[config.mk]
export PLATFORM = sky130hd
export DESIGN_NAME = row_config_loader
export DESIGN_NICKNAME = d
export VERILOG_FILES = /design/src/rtl/row_config_loader.sv
export SDC_FILE = /design/constraint.sdc
export NUM_CORES = 1
export LEC_CHECK = 0
export ABC_AREA = 1
export BUFFER_PORTS_ARGS = -buffer_cell sky130_fd_sc_hd__buf_2
export CAP_MARGIN = 30
export CORE_ASPECT_RATIO = 1.1
export CORE_UTILIZATION = 40
export DETAILED_ROUTE_END_ITERATION = 8
export GPL_ROUTABILITY_DRIVEN = 0
export SETUP_SLACK_MARGIN = 0.5
export SYNTH_ARGS = -nofsm -noshare
export SYNTH_HDL_FRONTEND = slang
export SYNTH_SLANG_ARGS = --single-unit
[constraint.sdc]
create_clock -name clk -period 1.65 [get_ports clk]
set_input_delay 0.2475 -clock clk [delete_from_list [all_inputs] [get_ports clk]]
set_output_delay 0.2475 -clock clk [all_outputs]
set_load 0.03 [all_outputs]
[src/rtl/row_config_loader.sv]
// Serial, double-buffered configuration loader for one routing row.
// Ports: clk, rst, start, cfg_bit/cfg_valid/cfg_ready, brbselect, busy, done, err.
// Optional even-parity check when CFG_PARITY_EN is defined.
module row_config_loader #(
  parameter int wire_width = 3,
  parameter int fpga_width = 5,
  localparam int CFG_BITS = fpga_width * wire_width * 12
) (
  input  logic                clk,
  input  logic                rst,
  input  logic                start,
  input  logic                cfg_bit,
  input  logic                cfg_valid,
  output logic                cfg_ready,
  output logic [CFG_BITS-1:0] brbselect,
  output logic                busy,
  output logic                done,
  output logic                err
);

`ifdef CFG_PARITY_EN
  localparam int NBITS = CFG_BITS + 1;
`else
  localparam int NBITS = CFG_BITS;
`endif
  localparam int CW = $clog2(CFG_BITS + 2);

  typedef enum logic [1:0] {
    IDLE,
    LOAD,
    COMMIT
  } state_t;

  state_t              state_q;
  state_t              state_d;
  logic [CW-1:0]       cnt_q;
  logic [CFG_BITS-1:0] shadow_q;
  logic                clr;
  logic                acc;
  logic                shift;
  logic                commit_ok;

  always_comb begin
    state_d   = state_q;
    clr       = 1'b0;
    acc       = 1'b0;
    cfg_ready = 1'b0;
    busy      = 1'b0;
    unique case (state_q)
      IDLE: begin
        if (start) begin
          state_d = LOAD;
          clr     = 1'b1;
        end
      end
      LOAD: begin
        cfg_ready = 1'b1;
        busy      = 1'b1;
        // a restart drops any bit offered in the same cycle
        if (start) begin
          clr = 1'b1;
        end else if (cfg_valid) begin
          acc = 1'b1;
          if (cnt_q == CW'(NBITS - 1)) begin
            state_d = COMMIT;
          end
        end
      end
      COMMIT: begin
        busy    = 1'b1;
        state_d = IDLE;
      end
      default: begin
        state_d = IDLE;
      end
    endcase
  end

`ifdef CFG_PARITY_EN
  logic par_q;
  logic err_q;

  // the trailing parity bit is counted but never enters the shadow
  assign shift     = acc && (cnt_q != CW'(CFG_BITS));
  assign commit_ok = ~par_q;
  assign err       = err_q;

  always_ff @(posedge clk) begin
    if (rst) begin
      par_q <= 1'b0;
      err_q <= 1'b0;
    end else begin
      if (clr) begin
        par_q <= 1'b0;
        err_q <= 1'b0;
      end else if (acc) begin
        par_q <= par_q ^ cfg_bit;
      end
      if (state_q == COMMIT && par_q) begin
        err_q <= 1'b1;
      end
    end
  end
`else
  assign shift     = acc;
  assign commit_ok = 1'b1;
  assign err       = 1'b0;
`endif

  always_ff @(posedge clk) begin
    if (rst) begin
      state_q   <= IDLE;
      cnt_q     <= '0;
      shadow_q  <= '0;
      brbselect <= '0;
      done      <= 1'b0;
    end else begin
      state_q <= state_d;
      done    <= (state_q == COMMIT);
      if (clr) begin
        cnt_q <= '0;
      end else if (acc) begin
        cnt_q <= cnt_q + CW'(1);
      end
      // LSB-first stream: newest bit enters at the MSB
      if (shift) begin
        shadow_q <= {cfg_bit, shadow_q[CFG_BITS-1:1]};
      end
      if (state_q == COMMIT && commit_ok) begin
        brbselect <= shadow_q;
      end
    end
  end

endmodule

==> qor.log, run 1 <==
INFO  setup_path     critical_path_end_type=flip-flop
INFO  min_path       hold_path.class=in -> reg
INFO  setup_path     r2r_slack=-0.0005ns
INFO  die            core_area=31,310µm²
INFO  sta            setup_viol=1
INFO  min_path       min_from=start
INFO  power          total_power=34,650µW
INFO  synth          synth-adder-area-share=0.3934%
INFO  synth          synth.mux.area_fraction=0%
INFO  placement      preCtsSetupSlack=0.1666ns
INFO  min_path       min_delay_worst_endpoint=state_q[0]$_SDFFE_PP0P_
INFO  die            num_rows=68
INFO  setup_path     worstPathBufferInverterCount=5
INFO  clock_network  root_buf_cell=clkbuf_16
INFO  setup_path     worst_setup_path_start_kind=flip-flop
INFO  die            die_width=172.0µm
INFO  drt            firstDrtPassIters=5
INFO  global_route   groute.usage.overall=21.51%
INFO  finish         area_growth=61.07%
INFO  clock_network  insertion_delay=0.52ns
INFO  min_path       hold-path-cell-count=5
INFO  status         failed_checks=negative setup slack
INFO  synth          synthCells=1,490
INFO  drt            avgViaCountPerCell=5.229
INFO  synth          synth.lib_cells_used.distinct=22
INFO  global_route   pin_count_of_the_biggest_net_entering_global_routing=86
INFO  power          power_switching=12,960µW
INFO  sta            layout_worst_path_cycle_share=100.0%
INFO  global_route   number_of_antenna_violations_at_the_first_check_in_global_routing=0
INFO  clock_network  path_clk_slew=0.06ns
INFO  synth          synthXorXnorAreaFrac=0.06884%
INFO  finish         finish.instance_area=20,490µm²
INFO  clock_network  number_of_clock_buffers_inserted_by_tritoncts=39
INFO  finish         most_common_cell_after_layout_fill_and_taps_aside=dfxtp_1
INFO  finish         final_cell_count_no_fill=2,209
INFO  sta            fmaxAchievable=0.6059GHz
INFO  placement      post-dp-hpwl=16,560µm
INFO  placement      area_post_placement=14,090µm²
INFO  setup_path     cp_max_fo=9
INFO  synth          postSynthRegisterBits=371
INFO  finish         layout.cells.most_common_list=dfxtp_1 (369), buf_2 (185), a21oi_1 (169), a21oi_2 (169), inv_1 (168)
INFO  power          power.density_cell_area=1691nW/µm²
INFO  global_route   global_route_wire_length_before_repair=56,210µm
INFO  clock_network  numClockSinks=371
INFO  setup_path     crit_top_cell=buf_12
INFO  finish         antenna-diode-count=0
INFO  sta            grt_setup_unrepaired=yes
INFO  setup_path     timing.rr.start=state_q[1]$_SDFFE_PP0P_
INFO  setup_path     regToRegEndpoint=shadow_q[127]$_SDFFE_PP0P_
INFO  power          total_leakage_power=0.008174µW
INFO  setup_path     worst_path_dominant_cell_family=buffers and inverters
INFO  synth          ys_seq_area_share=58.38%
INFO  synth          synth_top_family_by_area=compound AO/OA/AOI/OAI gates
INFO  status         run_status=finished with violations
INFO  drt            drt-wirelength-per-cell=18.42µm
INFO  finish         fin_nets=1,770
INFO  sta            timing.final.hold_violations=0
INFO  synth          postSynth.asyncResetShare=0%
INFO  sta            finClkSkew=0.01063ns
INFO  die            die_height=189.0µm
INFO  power          ir_worst_vdd=1207µV
INFO  drt            drt.antenna.violating_nets=0
INFO  synth          postSynthAreaPerCell=8.538µm²
INFO  finish         fraction_of_layout_instances_using_a_drive_strength_above_1=47.96%
INFO  power          internal-power=21,690µW
INFO  power          power.combinational.fraction=40.2%
INFO  die            ioPinCount=189
INFO  power          switching_share=37.41%
INFO  die            initial_util=40.63%
INFO  setup_path     worstPathArrival=2.06ns
INFO  sta            post-route-worst-setup-slack=-0.0005402ns
INFO  drt            route.detailed.drc=0
INFO  drt            routed_wirelength=40,690µm
INFO  die            design.die.area=32,520µm²
INFO  clock_network  cts-root-to-sink-buffers=3
INFO  clock_network  tritoncts=done
INFO  setup_path     timing.critical_path.slowest_cell_delay=0.34ns
INFO  clock_network  cts.htree.levels=2
INFO  power          clock_power_share=24.9%
INFO  job            cap_viol_max_count=0
INFO  placement      numPlacedInstances=2,007
INFO  sta            finalHoldWorstSlack=0.1437ns
INFO  synth          simple_gate_share_of_the_synthesized_area=4.258%
INFO  placement      port_buffer_cells=187
INFO  synth          syn_area=12,720µm²
INFO  power          p_seq_share=34.9%
INFO  synth          yosys_warnings=0
INFO  synth          compound_cell_area_share_of_the_yosys_netlist=26.99%
INFO  sta            finalCriticalPeriod=1.651ns
INFO  sta            slew_viols_final=0
INFO  synth          ys_dominant_reg_cell=dfxtp_1
INFO  setup_path     crit_path_cell_trace=inv_4, ha_4, nand3_4, buf_12, buf_12, buf_6, buf_16, o21ai_2, a21oi_2
INFO  synth          postSynthNetCount=1,499
INFO  setup_path     worstSetupPathType=reg -> reg
INFO  global_route   first_global_vias=10.84k
INFO  synth          number_of_enable_type_register_cells_in_the_synthesized_netlist=0
INFO  setup_path     slowest_stage=dfxtp_2
INFO  setup_path     required=2.06ns
INFO  setup_path     worst_r2r_path_depth=9
INFO  drt            total_vias_in_the_final_route=11.55k
INFO  global_route   globalRouteOverflowTotal=0
INFO  drt            first_iter_violations=619
==> power groups by stage <==
stage	clock (µW)	combinational, µW	sequential, µW
5_1_grt	9150	14700	12300
3_3_place_gp	0	7910	11800
6_report	8640	13900	12100
3_5_place_dp	0	7990	11900
2_1_floorplan	0	3310	14300
4_1_cts	8790	11400	11800
==> layout make-up <==
cell class / instances / area, µm²
well taps: 420 / 525.5
fillers: 2452 / 10820
repair buffers: 348 / 4253
inverters: 175 / 708.2
clock buffers: 57 / 1154
flip-flops and latches: 371 / 7432
clock inverters: 12 / 108.9
multi-input cells: 826 / 6311
==> cell families (layout without fill, tap and decap cells) <==
kind of cell	count (synthesis)	after routing
flip-flops	371	371
AO/OA/AOI/OAI	686	686
AND/OR/NAND/NOR	133	134
other	1	1
adder cells (fa/ha/maj)	4	4
buffers and inverters	294	592
XOR/XNOR	1	1
==> per-stage QoR <==
| step | util [%] | TNS, ns |
|---|---|---|
| 2_1_floorplan | - | 0 |
| 3_5_place_dp | 44.99 | 0 |
| 6_report | 65.45 | -0.0005402 |
| 3_3_place_gp | 44.99 | 0 |
| 5_1_grt | 65.45 | -0.1857 |
| 4_1_cts | 58.17 | 0 |
==> synth_stat cells (7+ instances only) <==
library cell | instances | share of area (%)
o21ai_1 | 22 | 0.87
buf_2 | 72 | 2.8
o21ai_0 | 320 | 13
a21oi_1 | 344 | 14
dfxtp_1 | 371 | 58
clkbuf_2 | 18 | 0.71
buf_4 | 7 | 0.41
inv_1 | 171 | 5.0
clkbuf_1 | 20 | 0.59
nor2_1 | 59 | 1.7
nand2_1 | 66 | 1.9
==> state kept, by name, indices dropped and copies added (netlist names) <==
register	count
cnt_q	8
brbselect	180
done	1
state_q	2
shadow_q	180
==> per-layer routing <==
layer | up-vias | track usage [%] | part of all wire (%)
li1 | 5557 | - | -
met3 | 62 | 4.076 | 4.5
met4 | 0 | 6.093 | 2.4
met1 | 5650 | 27.45 | 42
met2 | 282 | 36.68 | 51
met5 | - | 0 | 0
==> repair_timing <==
item / CTS / global route
buffers inserted: 43 / 13
cloned: 49 / 27
hold endpoints to repair: 1 / 0
resized for setup: 341 / 459
pin swaps: 67 / 82
hold buffers: 1 / 0
endpoints found under the setup margin: 554 / 554
==> tightest hold or removal path, stage by stage <==
cell and delay, ns:
buf_2 0.12, nor2_1 0.06, inv_1 0.06, a21oi_1 0.06, nor2_1 0.07
==> worst max path at each step <==
| stage | start | to | slack [ns] | depth (start not counted) |
|---|---|---|---|---|
| finish | state_q[1]$_SDFFE_PP0P_ | shadow_q[127]$_SDFFE_PP0P_ | -0.0005 | 9 |
| global route | state_q[1]$_SDFFE_PP0P_ | shadow_q[126]$_SDFFE_PP0P_ | -0.05 | 9 |
| global placement | state_q[0]$_SDFFE_PP0P_ | cnt_q[2]$_SDFFE_PP0P_ | 0.20 | 7 |
| CTS | state_q[0]$_SDFFE_PP0P_ | busy | 0.04 | 3 |
| floorplan | state_q[1]$_SDFFE_PP0P_ | shadow_q[100]$_SDFFE_PP0P_ | 0.34 | 7 |
| detailed placement | state_q[1]$_SDFFE_PP0P_ | shadow_q[94]$_SDFFE_PP0P_ | 0.17 | 7 |
Note: power is estimated with default switching activity, not from simulation.
==> run 2: changes to the inputs <==
==> constraint.sdc (replaced) <==
create_clock -name clk -period 1.89 [get_ports clk]
set_input_delay 0.2835 -clock clk [delete_from_list [all_inputs] [get_ports clk]]
set_output_delay 0.2835 -clock clk [all_outputs]
set_load 0.03 [all_outputs]
==> qor.log, run 2 (same netlist as run 1, synthesis figures left out) <==
INFO  drt            drt-wirelength-per-cell=18.88µm [+2.5%]
INFO  die            num_rows=68 [unchanged]
INFO  power          internal-power=19,690µW [-9.2%]
INFO  clock_network  cts.htree.levels=2 [unchanged]
INFO  sta            finClkSkew=0.01348ns [+0.002855 ns]
INFO  min_path       hold_path.class=in -> reg
INFO  sta            grt_setup_unrepaired=yes
INFO  setup_path     r2r_slack=0.22ns [+0.22 ns]
INFO  finish         finish.instance_area=20,940µm² [+2.2%]
INFO  setup_path     timing.critical_path.slowest_cell_delay=0.35ns [about the same]
INFO  setup_path     slowest_stage=dfxtp_2
INFO  die            die_width=172.0µm [unchanged]
INFO  sta            timing_worst_slew_pin_value=0.5885ns
INFO  global_route   groute.usage.overall=23.02% [+1.5 points]
INFO  die            design.die.area=32,520µm² [unchanged]
INFO  placement      area_post_placement=14,010µm² [-0.57%]
INFO  finish         antenna-diode-count=0 [unchanged]
INFO  finish         fraction_of_layout_instances_using_a_drive_strength_above_1=52.77% [+4.8 points]
INFO  die            die_height=189.0µm [unchanged]
INFO  job            cap_viol_max_count=0 [unchanged]
INFO  power          power.density_cell_area=1494nW/µm² [-12%]
INFO  setup_path     cp_max_fo=8 [-1]
INFO  finish         largestRegisters=brbselect (180), shadow_q (180), cnt_q (8)
INFO  global_route   global_route_wire_length_before_repair=59,820µm [+6.4%]
INFO  finish         fin_nets=1,766 [-0.23%]
INFO  sta            layout_worst_path_cycle_share=88.45% [-12 points]
INFO  setup_path     worst_r2r_path_depth=9 [unchanged]
INFO  power          ir_worst_vdd=817.0µV [-32%]
INFO  setup_path     worst_setup_path_start_kind=flip-flop
INFO  power          clock_power_share=25.2% [+0.3 points]
INFO  setup_path     regToRegEndpoint=brbselect[87]$_SDFFE_PP0P_
INFO  setup_path     critical_path_end_type=flip-flop
INFO  power          p_seq_share=34.3% [-0.6 points]
INFO  setup_path     timing.rr.start=state_q[1]$_SDFFE_PP0P_
INFO  placement      preCtsSetupSlack=0.2627ns [+0.09617 ns]
INFO  clock_network  number_of_clock_buffers_inserted_by_tritoncts=38 [-2.6%]
INFO  finish         most_common_cell_after_layout_fill_and_taps_aside=dfxtp_1
INFO  setup_path     worst_setup_path_startpoint=state_q[1]$_SDFFE_PP0P_
INFO  die            ioPinCount=189 [unchanged]
INFO  sta            relSlewSlack=60.77%
INFO  power          total_leakage_power=0.008029µW [-1.8%]
INFO  sta            finalCriticalPeriod=1.672ns [+0.02124 ns]
INFO  die            initial_util=40.63% [unchanged]
INFO  clock_network  cts-root-to-sink-buffers=3 [unchanged]
INFO  drt            routed_wirelength=41,640µm [+2.3%]
INFO  drt            total_vias_in_the_final_route=11.68k [+1.1%]
INFO  power          switching_share=37.06% [-0.34 points]
INFO  clock_network  numClockSinks=371 [unchanged]
INFO  clock_network  insertion_delay=0.51ns [about the same]
INFO  drt            route.detailed.drc=0 [unchanged]
INFO  global_route   globalRouteOverflowTotal=0 [unchanged]
INFO  drt            avgViaCountPerCell=5.298 [+1.3%]
INFO  placement      post-dp-hpwl=16,620µm [+0.34%]
INFO  setup_path     worstSetupPathType=reg -> reg
INFO  sta            fin_setup_tns=0ns [+0.0005402 ns]
INFO  min_path       hold-path-cell-count=3 [-2]
INFO  sta            slew_viols_final=0 [unchanged]
INFO  die            core_area=31,310µm² [unchanged]
INFO  min_path       min_from=cfg_bit
INFO  setup_path     worst_path_dominant_cell_family=buffers and inverters
INFO  drt            first_iter_violations=757 [+22%]
INFO  placement      port_buffer_cells=187 [unchanged]
INFO  drt            drt.antenna.violating_nets=0 [unchanged]
INFO  sta            setup_viol=0 [-1]
INFO  finish         fillCellCount=2,268 [-7.5%]
INFO  power          power.combinational.fraction=40.5% [+0.3 points]
INFO  setup_path     required=2.29ns [+0.23 ns]
INFO  setup_path     worstPathBufferInverterCount=6 [+1]
INFO  clock_network  tritoncts=done
INFO  clock_network  path_clk_slew=0.06ns [about the same]
INFO  min_path       min_delay_worst_endpoint=shadow_q[179]$_SDFFE_PP0P_
INFO  finish         area_growth=64.56%
INFO  clock_network  root_buf_cell=clkbuf_16
INFO  global_route   number_of_antenna_violations_at_the_first_check_in_global_routing=0 [unchanged]
INFO  sta            fmaxAchievable=0.5982GHz [-1.3%]
INFO  drt            firstDrtPassIters=4 [-1]
INFO  finish         postLayoutCoreUtil=66.86% [+1.4 points]
INFO  global_route   first_global_vias=11.15k [+2.9%]
INFO  sta            post-route-worst-setup-slack=0.2182ns [+0.2188 ns]
INFO  sta            timing.final.hold_violations=0 [unchanged]
INFO  setup_path     worstPathArrival=2.07ns [about the same]
INFO  global_route   pin_count_of_the_biggest_net_entering_global_routing=77 [-10%]
INFO  finish         layout.cells.most_common_list=dfxtp_1 (347), a21oi_2 (213), o21ai_2 (189)
INFO  status         run_status=finished, final reports clean
INFO  setup_path     crit_path_cell_trace=buf_6, buf_6, ha_4, buf_12, buf_12, buf_16, clkbuf_16, o21ai_2, a21oi_1
INFO  power          power_switching=11,590µW [-11%]
## run 2: cell types whose count changed in the layout (fill, tap and decap cells not counted), moves of 13 or more
cell / before / now
o21ai_0: 89 / 15
buf_2: 185 / 117
buf_4: 17 / 69
a21oi_1: 169 / 119
a21oi_2: 169 / 213
o21ai_1: 35 / 79
o21ai_2: 157 / 189
dfxtp_2: 1 / 24
dfxtp_1: 369 / 347
nand2_1: 32 / 46
clkbuf_4: 0 / 13
## run 2: how the worst max path moves through the flow
| stage | cells past startpoint | to | slack [ns] |
|---|---|---|---|
| global route | 9 | shadow_q[99]$_SDFFE_PP0P_ | 0.18 |
| detailed placement | 6 | shadow_q[64]$_SDFFE_PP0P_ | 0.26 |
| global placement | 6 | shadow_q[4]$_SDFFE_PP0P_ | 0.32 |
| finish | 9 | brbselect[87]$_SDFFE_PP0P_ | 0.22 |
| floorplan | 7 | shadow_q[54]$_SDFFE_PP0P_ | 0.53 |
| CTS | 3 | busy | 0.28 |
## run 2: routing by layer
layer	wire (µm)	track usage, %
met3	2097	3.888
met5	0	0
met2	20400	38.00
met4	910	5.514
met1	18230	31.14
## run 2: timing repair
action                                  in CTS  in global routing
endpoints found under the setup margin     350                423
buffers inserted                            48                  7
gates resized for setup                    679                489
hold buffers                                 0                  0
pin swaps                                   80                 77
cloned                                      62                 15
## run 2: tightest hold or removal path, delay by kind of cell
| family | cells | cell delay (ns) |
|---|---|---|
| AO/OA/AOI/OAI | 2 | 0.17 |
| buffers and inverters | 1 | 0.07 |
## run 2: cell type report
cell class | instances | area [µm²] | share of cell area [%]
Inverter | 175 | 671.9 | 3.209
Clock inverter | 15 | 183.9 | 0.8786
Tap cell | 420 | 525.5 | 2.510
Timing Repair Buffer | 346 | 4449 | 21.25
Multi-Input combinational cell | 825 | 6519 | 31.14
Clock buffer | 53 | 1129 | 5.391
Sequential cell | 371 | 7457 | 35.62
## run 2: power groups by stage
stage / registers, µW / clock network, µW / logic, µW
2_1_floorplan: 12500 / 0 / 2700
3_3_place_gp: 10400 / 0 / 6820
3_5_place_dp: 10400 / 0 / 6900
4_1_cts: 10400 / 7990 / 11000
5_1_grt: 10900 / 8330 / 13300
6_report: 10700 / 7880 / 12700
## run 2: per-stage QoR
stage	std cells	power, µW	hold WS [ns]
2_1_floorplan	1490	15200	0.4231
3_3_place_gp	2005	17220	0.4369
3_5_place_dp	2005	17300	0.4399
4_1_cts	2183	29400	0.03030
5_1_grt	2205	32550	0.05866
6_report	2205	31280	0.05142
